`config.mk`:
```
export PLATFORM = sky130hd
export DESIGN_NAME = ifu_fetch
export DESIGN_NICKNAME = d
export VERILOG_FILES = /design/src/rtl/ifu_fetch_pkg.sv /design/src/rtl/ifu_fetch_pc_range_check.sv /design/src/rtl/ifu_fetch.sv
export SDC_FILE = /design/constraint.sdc
export NUM_CORES = 1
export LEC_CHECK = 0
export CORE_MARGIN = 3
export CORE_UTILIZATION = 32
export DETAILED_ROUTE_END_ITERATION = 16
export PLACE_DENSITY = 0.55
export SLEW_MARGIN = 40
export SYNTH_ARGS = -nofsm -noshare
export SYNTH_HDL_FRONTEND = slang
export SYNTH_SLANG_ARGS = --single-unit
```
`constraint.sdc`:
```
create_clock -name clk -period 2.48 [get_ports clk]
set_input_delay 0.248 -clock clk [delete_from_list [all_inputs] [get_ports clk]]
set_output_delay 0.248 -clock clk [all_outputs]
set_load 0.02 [all_outputs]
```
`src/rtl/ifu_fetch_pkg.sv`:
```
// Shared fetch-stage constants: default address window and fetch FSM states.
package ifu_fetch_pkg;

  localparam logic [31:0] PC_RESET_DEF = 32'h0000_3000;
  localparam logic [31:0] PC_BASE_DEF  = 32'h0000_3000;
  localparam logic [31:0] PC_LIMIT_DEF = 32'h0000_6FFC;

  typedef enum logic [1:0] {
    ST_ISSUE = 2'd0,
    ST_WAIT  = 2'd1,
    ST_HOLD  = 2'd2
  } fetch_state_e;

endpackage

```
`src/rtl/ifu_fetch_pc_range_check.sv`:
```
// Combinational instruction-address check: flags misaligned or out-of-window words (AdEL).
module ifu_fetch_pc_range_check
  import ifu_fetch_pkg::*;
#(
  parameter logic [31:0] PC_BASE  = PC_BASE_DEF,
  parameter logic [31:0] PC_LIMIT = PC_LIMIT_DEF
) (
  input  logic [31:0] addr,
  output logic        adel
);

  assign adel = (addr[1:0] != 2'b00) || (addr < PC_BASE) || (addr > PC_LIMIT);

endmodule

```
`src/rtl/ifu_fetch.sv`:
```
// Instruction-fetch stage: PC register, single-outstanding imem requests, F/D register fill.
module ifu_fetch
  import ifu_fetch_pkg::*;
#(
  parameter logic [31:0] PC_RESET = PC_RESET_DEF,
  parameter logic [31:0] PC_BASE  = PC_BASE_DEF,
  parameter logic [31:0] PC_LIMIT = PC_LIMIT_DEF
) (
  input  logic        clk,
  input  logic        reset,
  input  logic        D_stall,
  input  logic        redirect,
  input  logic [31:0] redirect_pc,
  output logic        imem_req,
  output logic [31:0] imem_addr,
  input  logic        imem_rvalid,
  input  logic [31:0] imem_rdata,
  output logic [31:0] F_PC,
  output logic        D_valid,
  output logic [31:0] D_instr,
  output logic [31:0] D_pc,
  output logic        D_exc
);

  fetch_state_e state, state_nxt;

  logic [31:0] pc, pend_pc, skid_instr, next_pc, deliver_instr;
  logic        pend_valid, skid_valid, redirect_ok;
  logic        pc_adel, next_adel;
  logic        deliver, deliver_exc, skid_load, req_raw;

  assign redirect_ok = redirect & ~D_stall;
  assign next_pc     = redirect_ok ? redirect_pc : (pend_valid ? pend_pc : pc + 32'd4);
  assign F_PC        = pc;

  ifu_fetch_pc_range_check #(.PC_BASE(PC_BASE), .PC_LIMIT(PC_LIMIT)) u_pc_chk (
    .addr (pc),
    .adel (pc_adel)
  );

  ifu_fetch_pc_range_check #(.PC_BASE(PC_BASE), .PC_LIMIT(PC_LIMIT)) u_next_chk (
    .addr (next_pc),
    .adel (next_adel)
  );

  always_ff @(posedge clk or negedge reset) begin
    if (!reset) state <= ST_ISSUE;
    else        state <= state_nxt;
  end

  always_comb begin
    state_nxt = state;
    unique case (state)
      ST_ISSUE: if (!D_stall && !skid_valid && !pc_adel) state_nxt = ST_WAIT;
      ST_WAIT: begin
        if (imem_rvalid) begin
          if (D_stall)        state_nxt = ST_HOLD;
          else if (next_adel) state_nxt = ST_ISSUE;
        end
      end
      ST_HOLD:  if (!D_stall) state_nxt = next_adel ? ST_ISSUE : ST_WAIT;
      default:  state_nxt = ST_ISSUE;
    endcase
  end

  // pc always names the instruction not yet handed to D; it advances exactly on delivery.
  always_comb begin
    req_raw       = 1'b0;
    imem_addr     = pc;
    deliver       = 1'b0;
    deliver_instr = '0;
    deliver_exc   = 1'b0;
    skid_load     = 1'b0;
    unique case (state)
      ST_ISSUE: begin
        if (!D_stall && !skid_valid) begin
          if (pc_adel) begin
            deliver     = 1'b1;
            deliver_exc = 1'b1;
          end else begin
            req_raw = 1'b1;
          end
        end
      end
      ST_WAIT: begin
        if (imem_rvalid) begin
          if (D_stall) begin
            skid_load = 1'b1;
          end else begin
            deliver       = 1'b1;
            deliver_instr = imem_rdata;
            req_raw       = ~next_adel;
            imem_addr     = next_pc;
          end
        end
      end
      ST_HOLD: begin
        if (!D_stall) begin
          deliver       = 1'b1;
          deliver_instr = skid_instr;
          req_raw       = ~next_adel;
          imem_addr     = next_pc;
        end
      end
      default: ;
    endcase
    imem_req = req_raw & reset;
  end

  always_ff @(posedge clk or negedge reset) begin
    if (!reset) begin
      pc         <= PC_RESET;
      pend_valid <= 1'b0;
      pend_pc    <= '0;
      skid_valid <= 1'b0;
      skid_instr <= '0;
      D_valid    <= 1'b0;
      D_instr    <= '0;
      D_pc       <= '0;
      D_exc      <= 1'b0;
    end else begin
      if (deliver) begin
        pc         <= next_pc;
        pend_valid <= 1'b0;
      end else if (redirect_ok) begin
        pend_valid <= 1'b1;
        pend_pc    <= redirect_pc;
      end
      if (skid_load) begin
        skid_valid <= 1'b1;
        skid_instr <= imem_rdata;
      end else if (deliver) begin
        skid_valid <= 1'b0;
      end
      if (deliver) begin
        D_valid <= 1'b1;
        D_instr <= deliver_instr;
        D_pc    <= pc;
        D_exc   <= deliver_exc;
      end else if (!D_stall) begin
        D_valid <= 1'b0;
        D_exc   <= 1'b0;
      end
    end
  end

endmodule

```
==> results of run 1 <==
[registers in the layout, indices dropped and copies added, names as in the netlist]
name and count:
D_instr 32, D_pc 32, F_PC 32, pend_pc 32
skid_instr 32, state 2, D_exc 1, D_valid 1
pend_valid 1, skid_valid 1
[worst min-delay path by stage]
stage | endpoint | depth (start not counted)
3_5_place_dp | D_pc[5] | 1
4_1_cts | D_pc[5] | 2
2_1_floorplan | D_exc | 0
3_3_place_gp | D_pc[5] | 1
6_report | D_pc[5] | 2
5_1_grt | D_pc[5] | 2
[worst max-delay path, stage by stage, from the launching register on]
cell                      delay [ps]
sky130_fd_sc_hd__dfstp_2         560
sky130_fd_sc_hd__nand4_4         130
sky130_fd_sc_hd__buf_4           170
sky130_fd_sc_hd__nor3_4          200
sky130_fd_sc_hd__and3_4          220
sky130_fd_sc_hd__xnor2_2         120
sky130_fd_sc_hd__a21oi_2          80
sky130_fd_sc_hd__or3_1           350
sky130_fd_sc_hd__nor4_2          310
sky130_fd_sc_hd__nand4_1         190
sky130_fd_sc_hd__a21oi_2         170
sky130_fd_sc_hd__buf_6           140
[area by class of cell]
type	instances	area, sq um	area share
multi-input combinational	670	5090	0.334
timing repair buffer	476	4910	0.321
sequential	166	4160	0.273
tap	372	465	0.0305
clock buffer	17	425	0.0279
clock inverter	15	179	0.0117
inverter	10	37.5	0.00246
[where the power goes]
group,internal [mW],leakage (nW),switching (mW)
Combinational,0.551,4.53,0.467
Sequential,2.78,2.22,0.0455
Clock,1.37,0.288,1.37
[metal layers]
metal	vias to the layer above	track usage
met3	41	0.0584
li1	4148	-
met2	358	0.350
met4	0	0.0578
met5	-	0
met1	4446	0.286
[what timing repair did]
item	CTS	global route
gates cloned	6	21
hold buffers	1	0
resized for setup	292	209
endpoints found under the hold margin	16	0
pin swaps	48	35
setup endpoints to repair	163	166
buffers inserted	43	43
[through the flow]
step	std cells	setup TNS [ps]	util	area, sq um	power, mW
final	1726	-38820	0.563	15300	6.58
after global routing	1726	-48330	0.563	15300	6.82
after CTS	1677	-20700	0.513	13900	6.55
after detailed placement	1600	-25450	0.458	12400	3.67
after global placement	1600	-37900	0.458	12400	3.66
after floorplan	927	-358	-	8960	3.18
[cell usage in the layout, fill, tap and decap left out, drive strengths merged, types with 6 or more instances in the layout]
master and instances:
a22oi 32, clkbuf 34, nor4 19, buf 293, a21oi 23, clkinv 6, nand4 20, a22o 8
or3 6, nor2 18, and3 15, nor3 13, dfrtp 164, xnor2 9, clkdlybuf4s50 165, nand2b 6
mux2i 10, nand3 14, nand2 231, o21ai 75, inv 17, o31ai 34, mux2 65, a31oi 9
[kinds of logic (layout without fill, tap and decap cells)]
family	Yosys count	count (layout)	share of synthesized area
adders and majority gates	5	5	0.00704
DFF	166	166	0.468
xor gates and xnor gates	14	14	0.0138
buffers and inverters	92	518	0.0607
and+or+nand+nor	367	367	0.204
muxes	75	75	0.0936
AOI/OAI and AO/OA	208	209	0.153
==> impl_metrics.prom, run 1 <==
# TYPE chip_impl_metric gauge
chip_impl_info{name="outcome",value="finished with violations"} 1
chip_impl_info{name="violations",value="negative setup slack"} 1
chip_impl_metric{name="chipWidth",unit="microns"} 173
chip_impl_metric{name="cts.sinks",unit=""} 166
chip_impl_metric{name="slew_viol_final",unit=""} 0
chip_impl_metric{name="final_min_period_over_clock_period",unit=""} 1.34
chip_impl_metric{name="netlist_area",unit="sq um"} 8890
chip_impl_metric{name="first_global_vias",unit=""} 8692
chip_impl_metric{name="maximum_number_of_pins_on_one_net_before_global_route_repair",unit=""} 76
chip_impl_metric{name="initial_utilization",unit=""} 0.328
chip_impl_metric{name="max-cap-violations",unit=""} 0
chip_impl_metric{name="yosys.area.top_type_share",unit=""} 0.462
chip_impl_metric{name="clk_latency",unit="ps"} 440
chip_impl_metric{name="floorplan.die_area",unit="sq um"} 29800
chip_impl_metric{name="rr_worst_depth",unit=""} 13
chip_impl_metric{name="peakVddDrop",unit="uV"} 353
chip_impl_metric{name="synth_enable_flop_cells",unit=""} 0
chip_impl_info{name="grt_setup_unrepaired",value="true"} 1
chip_impl_metric{name="setup-violations-final",unit=""} 152
chip_impl_metric{name="gp_congestion",unit=""} 0.959
chip_impl_metric{name="std_cell_rows",unit=""} 60
chip_impl_info{name="reg2reg_from",value="F_PC[17]"} 1
chip_impl_info{name="worst_r2r_endpoint",value="pend_pc[12]"} 1
chip_impl_metric{name="drt_first_iter_violations",unit=""} 587
chip_impl_metric{name="design.core.area",unit="sq um"} 27100
chip_impl_metric{name="final_antenna_net_count",unit=""} 0
chip_impl_metric{name="regToRegSetupSlack",unit="ps"} -450
chip_impl_metric{name="met1_length",unit="mm"} 15.1
chip_impl_metric{name="power_density",unit="nW/um^2"} 431
chip_impl_info{name="synth_commonest_cells",value="sky130_fd_sc_hd__nand2_1, sky130_fd_sc_hd__dfrtp_1, sky130_fd_sc_hd__o21ai_0"} 1
chip_impl_metric{name="worst_max_slew_pin_slew",unit="ps"} 767
chip_impl_info{name="yosysMostFrequentCell",value="sky130_fd_sc_hd__nand2_1"} 1
chip_impl_metric{name="antenna_found_initial",unit=""} 0
chip_impl_metric{name="final.hold.worst_slack",unit="ps"} 219
chip_impl_metric{name="worst_ep_required",unit="ps"} 2230
chip_impl_metric{name="dr_total_vias",unit=""} 8993
chip_impl_metric{name="fillers",unit=""} 2372
chip_impl_info{name="dominantRegCellSynth",value="sky130_fd_sc_hd__dfrtp_1"} 1
chip_impl_metric{name="cts_h_tree_lvls",unit=""} 4
chip_impl_metric{name="timing.slew.headroom",unit=""} 0.483
chip_impl_metric{name="post-dp-hpwl",unit="mm"} 22.6
chip_impl_metric{name="wire_per_inst",unit="microns"} 20.9
chip_impl_metric{name="floorplan.io_pins",unit=""} 200
chip_impl_info{name="timing.critical_path.to",value="imem_req"} 1
chip_impl_metric{name="io_buffers",unit=""} 199
chip_impl_metric{name="detail_route.vias_per_cell",unit=""} 5.21
chip_impl_info{name="routed.top_layer",value="met4"} 1
chip_impl_metric{name="synth_warnings",unit=""} 0
chip_impl_metric{name="synth-seq-cells",unit=""} 166
chip_impl_metric{name="length_of_routed_met3_wiring",unit="mm"} 3.12
chip_impl_metric{name="synth_seq_area_share",unit=""} 0.468
chip_impl_metric{name="cts_max_path_buffers",unit=""} 2
chip_impl_metric{name="max_clock_freq",unit="MHz"} 300
chip_impl_metric{name="finalNetCount",unit=""} 1415
chip_impl_info{name="criticalPathCategory",value="register to output port"} 1
chip_impl_metric{name="worst-endpoint-arrival",unit="ps"} 3080
chip_impl_metric{name="clk_pin_slew",unit="ps"} 80
chip_impl_metric{name="die_h",unit="microns"} 173
chip_impl_info{name="yosys-top-cells-area",value="sky130_fd_sc_hd__dfrtp_1, sky130_fd_sc_hd__nand2_1, sky130_fd_sc_hd__mux2_2"} 1
chip_impl_metric{name="met2RoutedLength",unit="mm"} 17.1
chip_impl_metric{name="leakage",unit="nW"} 7.04
chip_impl_info{name="clockRootBuffer",value="sky130_fd_sc_hd__clkbuf_16"} 1
chip_impl_metric{name="post_place_setup_slack",unit="ps"} -753
chip_impl_info{name="timing.critical_path.to_type",value="output port"} 1
chip_impl_metric{name="post-route-worst-setup-slack",unit="ps"} -849
chip_impl_metric{name="firstDrtPassIters",unit=""} 5
chip_impl_metric{name="mean_cell_area_of_the_mapped_netlist",unit="sq um"} 9.59
chip_impl_metric{name="synthToLayoutAreaGrowth",unit="%"} 71.9
chip_impl_metric{name="track_usage",unit=""} 0.216
chip_impl_info{name="startpoint_type",value="register"} 1
chip_impl_metric{name="timing.final.crit_period",unit="ps"} 3330
chip_impl_metric{name="grt_first_pass_wirelength",unit="mm"} 51.0
chip_impl_info{name="yosys.area.top_type",value="sky130_fd_sc_hd__dfrtp_1"} 1
chip_impl_metric{name="report.final.hold_viol_count",unit=""} 0
chip_impl_metric{name="fin_skew",unit="ps"} 17.7
chip_impl_metric{name="synthesis.instances",unit=""} 927
chip_impl_metric{name="grt-ovfl-total",unit=""} 0
chip_impl_metric{name="drc",unit=""} 0
chip_impl_info{name="timing.critical_path.from",value="F_PC[13]"} 1
chip_impl_metric{name="synth_cell_types",unit=""} 77
chip_impl_metric{name="antenna_cells",unit=""} 0
chip_impl_metric{name="post_route_cells_drive_above_1_share",unit=""} 0.414
chip_impl_metric{name="cts_made_buffers",unit=""} 17
chip_impl_metric{name="drt_wl_total",unit="mm"} 36.1
chip_impl_metric{name="synth_async_sr_flop_share",unit=""} 1.00
chip_impl_info{name="worstHoldPathType",value="input port to async pin"} 1
chip_impl_metric{name="syn_nets",unit=""} 1001
chip_impl_metric{name="crit_path_max_fanout",unit=""} 3
chip_impl_info{name="tritoncts",value="built"} 1
(Power assumes the default switching activity.)
==> inputs of run 2 (changes only) <==
Settings changed: TNS_END_PERCENT set to 100.
==> results of run 2 <==
The final DEF is identical to that of run 1; final timing and power are the same.
